==> config.mk <==
export PLATFORM = sky130hd
export DESIGN_NAME = axil_reg_slave
export DESIGN_NICKNAME = d
export VERILOG_FILES = /design/src/rtl/axil_reg_slave.sv
export SDC_FILE = /design/constraint.sdc
export NUM_CORES = 1
export LEC_CHECK = 0
export ABC_AREA = 1
export CAP_MARGIN = 20
export CORE_AREA = 3 3 185 187
export DETAILED_ROUTE_END_ITERATION = 10
export DIE_AREA = 0 0 188 190
export MAX_ROUTING_LAYER = met4
export PLACE_DENSITY_LB_ADDON = 0.15
export SYNTH_ARGS = -nofsm -noshare
export SYNTH_HDL_FRONTEND = slang
export SYNTH_SLANG_ARGS = --single-unit
export TNS_END_PERCENT = 100
==> constraint.sdc <==
create_clock -name clk -period 2.5 [get_ports clk]
set_input_delay 0.25 -clock clk [delete_from_list [all_inputs] [get_ports clk]]
set_output_delay 0.25 -clock clk [all_outputs]
set_load 0.01 [all_outputs]
==> src/rtl/axil_reg_slave.sv <==
// rtl/axil_reg_slave.sv - AXI-lite register slave: NREG RW registers plus one RO status word (optional AXIL_REG_SLAVE_SLVERR_EN)
module axil_reg_slave #(
    parameter int AW      = 12,
    parameter int DW      = 32,
    parameter int STRB    = 4,
    parameter int PROTW   = 3,
    parameter int RESPLEN = 2,
    parameter int NREG    = 8,
    parameter logic [DW-1:0] RST_VAL = '0
) (
    input  logic                 clk,
    input  logic                 rst_n,
    input  logic [AW-1:0]        awaddr,
    input  logic [PROTW-1:0]     awprot,
    input  logic                 awvalid,
    output logic                 awready,
    input  logic [DW-1:0]        wdata,
    input  logic [STRB-1:0]      wstrb,
    input  logic                 wvalid,
    output logic                 wready,
    output logic [RESPLEN-1:0]   bresp,
    output logic                 bvalid,
    input  logic                 bready,
    input  logic [AW-1:0]        araddr,
    input  logic [PROTW-1:0]     arprot,
    input  logic                 arvalid,
    output logic                 arready,
    output logic [DW-1:0]        rdata,
    output logic [RESPLEN-1:0]   rresp,
    output logic                 rvalid,
    input  logic                 rready,
    output logic [NREG*DW-1:0]   reg_q,
    output logic [NREG-1:0]      wr_pulse,
    input  logic [DW-1:0]        status_in
);

    localparam int IW = AW - 2;
    localparam logic [IW-1:0] STATUS_IDX = IW'(NREG);
    localparam logic [RESPLEN-1:0] RESP_OKAY = '0;
`ifdef AXIL_REG_SLAVE_SLVERR_EN
    localparam logic [RESPLEN-1:0] RESP_SLVERR = RESPLEN'(2);
`endif

    typedef enum logic {WR_IDLE, WR_RESP} wr_state_t;
    typedef enum logic {RD_IDLE, RD_RESP} rd_state_t;

    wr_state_t wr_state;
    rd_state_t rd_state;

    logic [DW-1:0]   regs [NREG];
    logic            aw_held;
    logic            w_held;
    logic [IW-1:0]   aw_idx_q;
    logic [DW-1:0]   w_data_q;
    logic [STRB-1:0] w_strb_q;

    logic            aw_hs;
    logic            w_hs;
    logic            ar_hs;
    logic            wr_go;
    logic [IW-1:0]   wr_idx;
    logic [DW-1:0]   wr_data;
    logic [STRB-1:0] wr_strb;
    logic [RESPLEN-1:0] wr_resp;
    logic [IW-1:0]   rd_idx;
    logic [DW-1:0]   rd_word;
    logic [RESPLEN-1:0] rd_resp;

    // prot and the byte offset within a word carry no meaning for this block
    logic unused_ok;
    assign unused_ok = &{1'b0, awprot, arprot, awaddr[1:0], araddr[1:0]};

    assign awready = (wr_state == WR_IDLE) && !aw_held;
    assign wready  = (wr_state == WR_IDLE) && !w_held;
    assign arready = (rd_state == RD_IDLE);

    assign aw_hs = awvalid && awready;
    assign w_hs  = wvalid && wready;
    assign ar_hs = arvalid && arready;

    // A write fires once address and data are both present, held or arriving now
    assign wr_go   = (wr_state == WR_IDLE) && (aw_held || aw_hs) && (w_held || w_hs);
    assign wr_idx  = aw_held ? aw_idx_q : awaddr[AW-1:2];
    assign wr_data = w_held ? w_data_q : wdata;
    assign wr_strb = w_held ? w_strb_q : wstrb;
    assign rd_idx  = araddr[AW-1:2];

`ifdef AXIL_REG_SLAVE_SLVERR_EN
    assign wr_resp = (wr_idx < STATUS_IDX) ? RESP_OKAY : RESP_SLVERR;
    assign rd_resp = (rd_idx > STATUS_IDX) ? RESP_SLVERR : RESP_OKAY;
`else
    assign wr_resp = RESP_OKAY;
    assign rd_resp = RESP_OKAY;
`endif

    // Read mux: RW register, status word, or zero for anything out of range
    always_comb begin
        rd_word = '0;
        for (int i = 0; i < NREG; i++) begin
            if (rd_idx == IW'(i)) begin
                rd_word = regs[i];
            end
        end
        if (rd_idx == STATUS_IDX) begin
            rd_word = status_in;
        end
    end

    genvar g;
    generate
        for (g = 0; g < NREG; g++) begin : g_reg_q
            assign reg_q[g*DW +: DW] = regs[g];
        end
    endgenerate

    // Write channel: AW/W holding, byte-lane register update, pulse and B response
    always_ff @(posedge clk or negedge rst_n) begin
        if (!rst_n) begin
            wr_state <= WR_IDLE;
            aw_held  <= 1'b0;
            w_held   <= 1'b0;
            aw_idx_q <= '0;
            w_data_q <= '0;
            w_strb_q <= '0;
            bvalid   <= 1'b0;
            bresp    <= RESP_OKAY;
            wr_pulse <= '0;
            for (int i = 0; i < NREG; i++) begin
                regs[i] <= RST_VAL;
            end
        end else begin
            wr_pulse <= '0;
            case (wr_state)
                WR_IDLE: begin
                    if (wr_go) begin
                        aw_held  <= 1'b0;
                        w_held   <= 1'b0;
                        bvalid   <= 1'b1;
                        bresp    <= wr_resp;
                        wr_state <= WR_RESP;
                        for (int i = 0; i < NREG; i++) begin
                            if (wr_idx == IW'(i)) begin
                                wr_pulse[i] <= 1'b1;
                                for (int b = 0; b < STRB; b++) begin
                                    if (wr_strb[b]) begin
                                        regs[i][b*8 +: 8] <= wr_data[b*8 +: 8];
                                    end
                                end
                            end
                        end
                    end else begin
                        if (aw_hs) begin
                            aw_held  <= 1'b1;
                            aw_idx_q <= awaddr[AW-1:2];
                        end
                        if (w_hs) begin
                            w_held   <= 1'b1;
                            w_data_q <= wdata;
                            w_strb_q <= wstrb;
                        end
                    end
                end
                WR_RESP: begin
                    if (bready) begin
                        bvalid   <= 1'b0;
                        wr_state <= WR_IDLE;
                    end
                end
                default: wr_state <= WR_IDLE;
            endcase
        end
    end

    // Read channel: latch data at AR acceptance and hold it until R completes
    always_ff @(posedge clk or negedge rst_n) begin
        if (!rst_n) begin
            rd_state <= RD_IDLE;
            rvalid   <= 1'b0;
            rresp    <= RESP_OKAY;
            rdata    <= '0;
        end else begin
            case (rd_state)
                RD_IDLE: begin
                    if (ar_hs) begin
                        rdata    <= rd_word;
                        rresp    <= rd_resp;
                        rvalid   <= 1'b1;
                        rd_state <= RD_RESP;
                    end
                end
                RD_RESP: begin
                    if (rready) begin
                        rvalid   <= 1'b0;
                        rd_state <= RD_IDLE;
                    end
                end
                default: rd_state <= RD_IDLE;
            endcase
        end
    end

endmodule
==> results by group <==
Status
  • Status: finished, final reports clean

Pwr
  • Power per cell area: 725 nW/um^2
  • Worst vdd ir: 0.000763 V
  • LEAKAGE: 9.68 nW

Placement
  • RD Place Congestion: 0.950
  • DP HPWL: 41,800 um
  • Place WS: -0.0778 ns
  • Port buffer count: 395

Synth
  • Syn avg cell area: 8.47 sq um
  • Synth warn: 0
  • Synth Instances: 1,887
  • #FFs+latches synth: 348
  • Largest cells by area after synthesis: dfrtp_1 55%, nand2_1 13%, o21ai_0 5.8%, o21ai_1 3.9%, nand3_1 3.7%
  • Area share of the largest cell type after synthesis: 0.545
  • Yosys top cell by area: dfrtp_1
  • Synthesized cell area: 16,000 sq um
  • Register area share after synthesis: 0.545
  • Netlist cell types: 35

Global route
  • First-pass GRT wire length: 86,700 um
  • Vias in the first global route: 14,600
  • Initial antenna violation count: 11
  • Global route total overflow: 0
  • Pin count of the biggest net entering global routing: 73
  • Total GRT Usage: 0.324

STA
  • Final setup fails: 0
  • Slew HR: 0.485
  • Hold WS: 0.279 ns
  • Fin. max-slew vios: 0
  • Setup TNS: 0 ns
  • Hold Fails Final Rpt: 0
  • Worst clock skew: 0.0191 ns
  • Maximum clock rate: 0.430 GHz
  • RSZ-0062 raised after global routing: yes
  • Setup WS post-layout: 0.175 ns
  • Tightest Pin Transition: 0.773 ns
  • Part of the cycle the worst path needs: 0.930
  • Fin crit period: 2.32 ns

Route
  • Drt wl/cell: 20.6 um
  • Vias: 15,000
  • Drc violations: 0
  • Detailed Route Iter0 Violations: 1,325
  • Post-DRT Antenna Nets: 0
  • Total Wirelength: 56,900 um
  • Vias per inst: 5.44
  • Initial DRT Pass Iterations: 5

Setup path
  • Critical-path maximum fanout: 16
  • WP data required: 2.92 ns
  • CP arrival: 2.75 ns
  • Setup crit end kind: register
  • CP startpoint kind: register
  • Crit Path Category: reg -> reg

Min path
  • HP Class: in -> async

CTS
  • Clock sink count: 348
  • CTS Buffer Depth: 3
  • Num CTS Buffers: 38
  • Max H-tree Level: 2
  • Clk Latency, worst-skew pair: 0.52 ns
  • CTS tree: built
  • Worst-path clk slew: 0.06 ns
  • Clk Tree Root Cell: clkbuf_16

Layout
  • Final core occ: 0.674
  • Layout area overhead: 37.5%
  • NumNets Final: 2,388
  • Share of post-route cells with drive strength above 1: 0.0971
  • Fillers: 2,740

Floorplanning
  • Chip height: 190 um
  • IO Pins: 410
  • Rows: 66
  • Die area: 35,700 sq um
  • Starting Density: 0.490
  • Core area: 32,600 sq um
  • Die Wd: 188 um

Run
  • Maxcap violations: 0
area by class of cell:
cell class,instances,area (sq um),share of cell area
Antenna cell,12,30.0,0.00137
Inverter,133,499,0.0227
Clock inverter,6,30.0,0.00137
Clock buffer,59,1210,0.0552
Timing Repair Buffer,450,4540,0.207
Tap cell,442,553,0.0252
Multi-Input combinational cell,1312,6390,0.291
Sequential cell,348,8710,0.396
per-stage QoR:
step           instances  total power, mW  cell area, sq um
3_3_place_gp        2683             10.3             20700
6_report            2762             15.9             22000
5_1_grt             2761             16.7             22000
4_1_cts             2750             16.0             21900
3_5_place_dp        2684             10.4             20700
2_1_floorplan       1890             8.74             16000
cell usage after synthesis:
master / instances
nor2_1: 125
buf_2: 11
o21ai_1: 126
buf_4: 4
o31ai_4: 2
nor3_4: 2
nand3_2: 24
conb_1: 1
nor3_1: 11
or2_0: 1
nor2_4: 10
nand3_1: 118
nand3_4: 8
mux2i_1: 1
nor2_8: 1
inv_2: 3
nand2_4: 4
o21a_1: 1
buf_6: 5
or2_2: 4
a21oi_1: 35
clkinv_1: 1
mux2_2: 8
o21ai_2: 32
buf_1: 3
nand4_4: 1
inv_1: 129
clkbuf_1: 74
and2_1: 4
o21ai_0: 186
nor4_1: 1
nand2_1: 557
dfrtp_1: 348
nand4_1: 45
or2_1: 1
critical path: stages, from the launching register on:
cell and delay [ns]:
dfrtp_1 0.46, inv_2 0.17, nand3_1 0.14, o31ai_4 0.32, nand3_2 0.24, nor2_4 0.31, nand3_2 0.31, o21ai_0 0.27
report_power, final:
part	switching (mW)	internal (mW)
Combinational	2.51	1.22
Clock	2.24	3.32
Sequential	0.412	6.22
registers in the layout, summed over array words and instances, names as in the netlist, 4 cells and up:
name / flops
reg_q: 256
rdata: 32
w_data_q: 32
aw_idx_q: 10
wr_pulse: 8
w_strb_q: 4
kinds of logic (layout without fill, tap and decap cells):
logic type,count (synthesis),count (layout),synth area share
AOI/OAI and AO/OA,382,382,0.129
buffers and inverters,230,648,0.0582
DFF,348,348,0.545
muxes,9,9,0.00627
other,1,16,0.000235
and+or+nand+nor,917,917,0.261
layer usage:
metal  global-route usage  wire, um  vias to the layer above
li1                     -         -                     6993
met1                0.406     23000                     7233
met4                0.112      2130                        0
met2                0.510     26400                      680
met5                    -         0                        -
met3               0.0899      5440                      118
worst paths after layout:
check / from / to / slack (ns) / depth (start not counted)
setup / recovery: aw_held / reg_q[33] / 0.18 / 7
hold / removal: rst_n / rdata[5] / 0.28 / 2
setup reg to reg: aw_held / reg_q[33] / 0.18 / 7
hold reg to reg: rd_state / rvalid / 0.45 / 1
max in group asynchronous: rst_n / reg_q[32] / 1.41 / 3
min in group clk: wdata[27] / w_data_q[27] / 0.31 / 3
cells in the final DEF (no fill, tap or decap), types with 6 or more instances in the layout:
master / n
nor2_2: 7
nor2_1: 117
clkinv_2: 6
nand4_1: 45
mux2_2: 8
diode_2: 12
buf_12: 13
clkdlybuf4s50_1: 394
nand3_2: 22
clkbuf_8: 12
clkbuf_1: 6
o21ai_1: 126
o21ai_0: 186
clkbuf_16: 41
o21ai_2: 32
nand2_1: 555
nand3_4: 10
inv_1: 128
buf_4: 40
nor2_4: 11
dfrtp_1: 347
a21oi_1: 35
nand3_1: 118
nor3_1: 11
what timing repair did:
| action | 4_1_cts | 5_1_grt |
|---|---|---|
| endpoints found under the setup margin | 0 | 36 |
| hold buffers | 1 | 0 |
| endpoints found under the hold margin | 52 | 0 |
| gates resized for setup | 0 | 2 |
| buffers inserted | 0 | 0 |
Power figures use the tool's default switching activity.
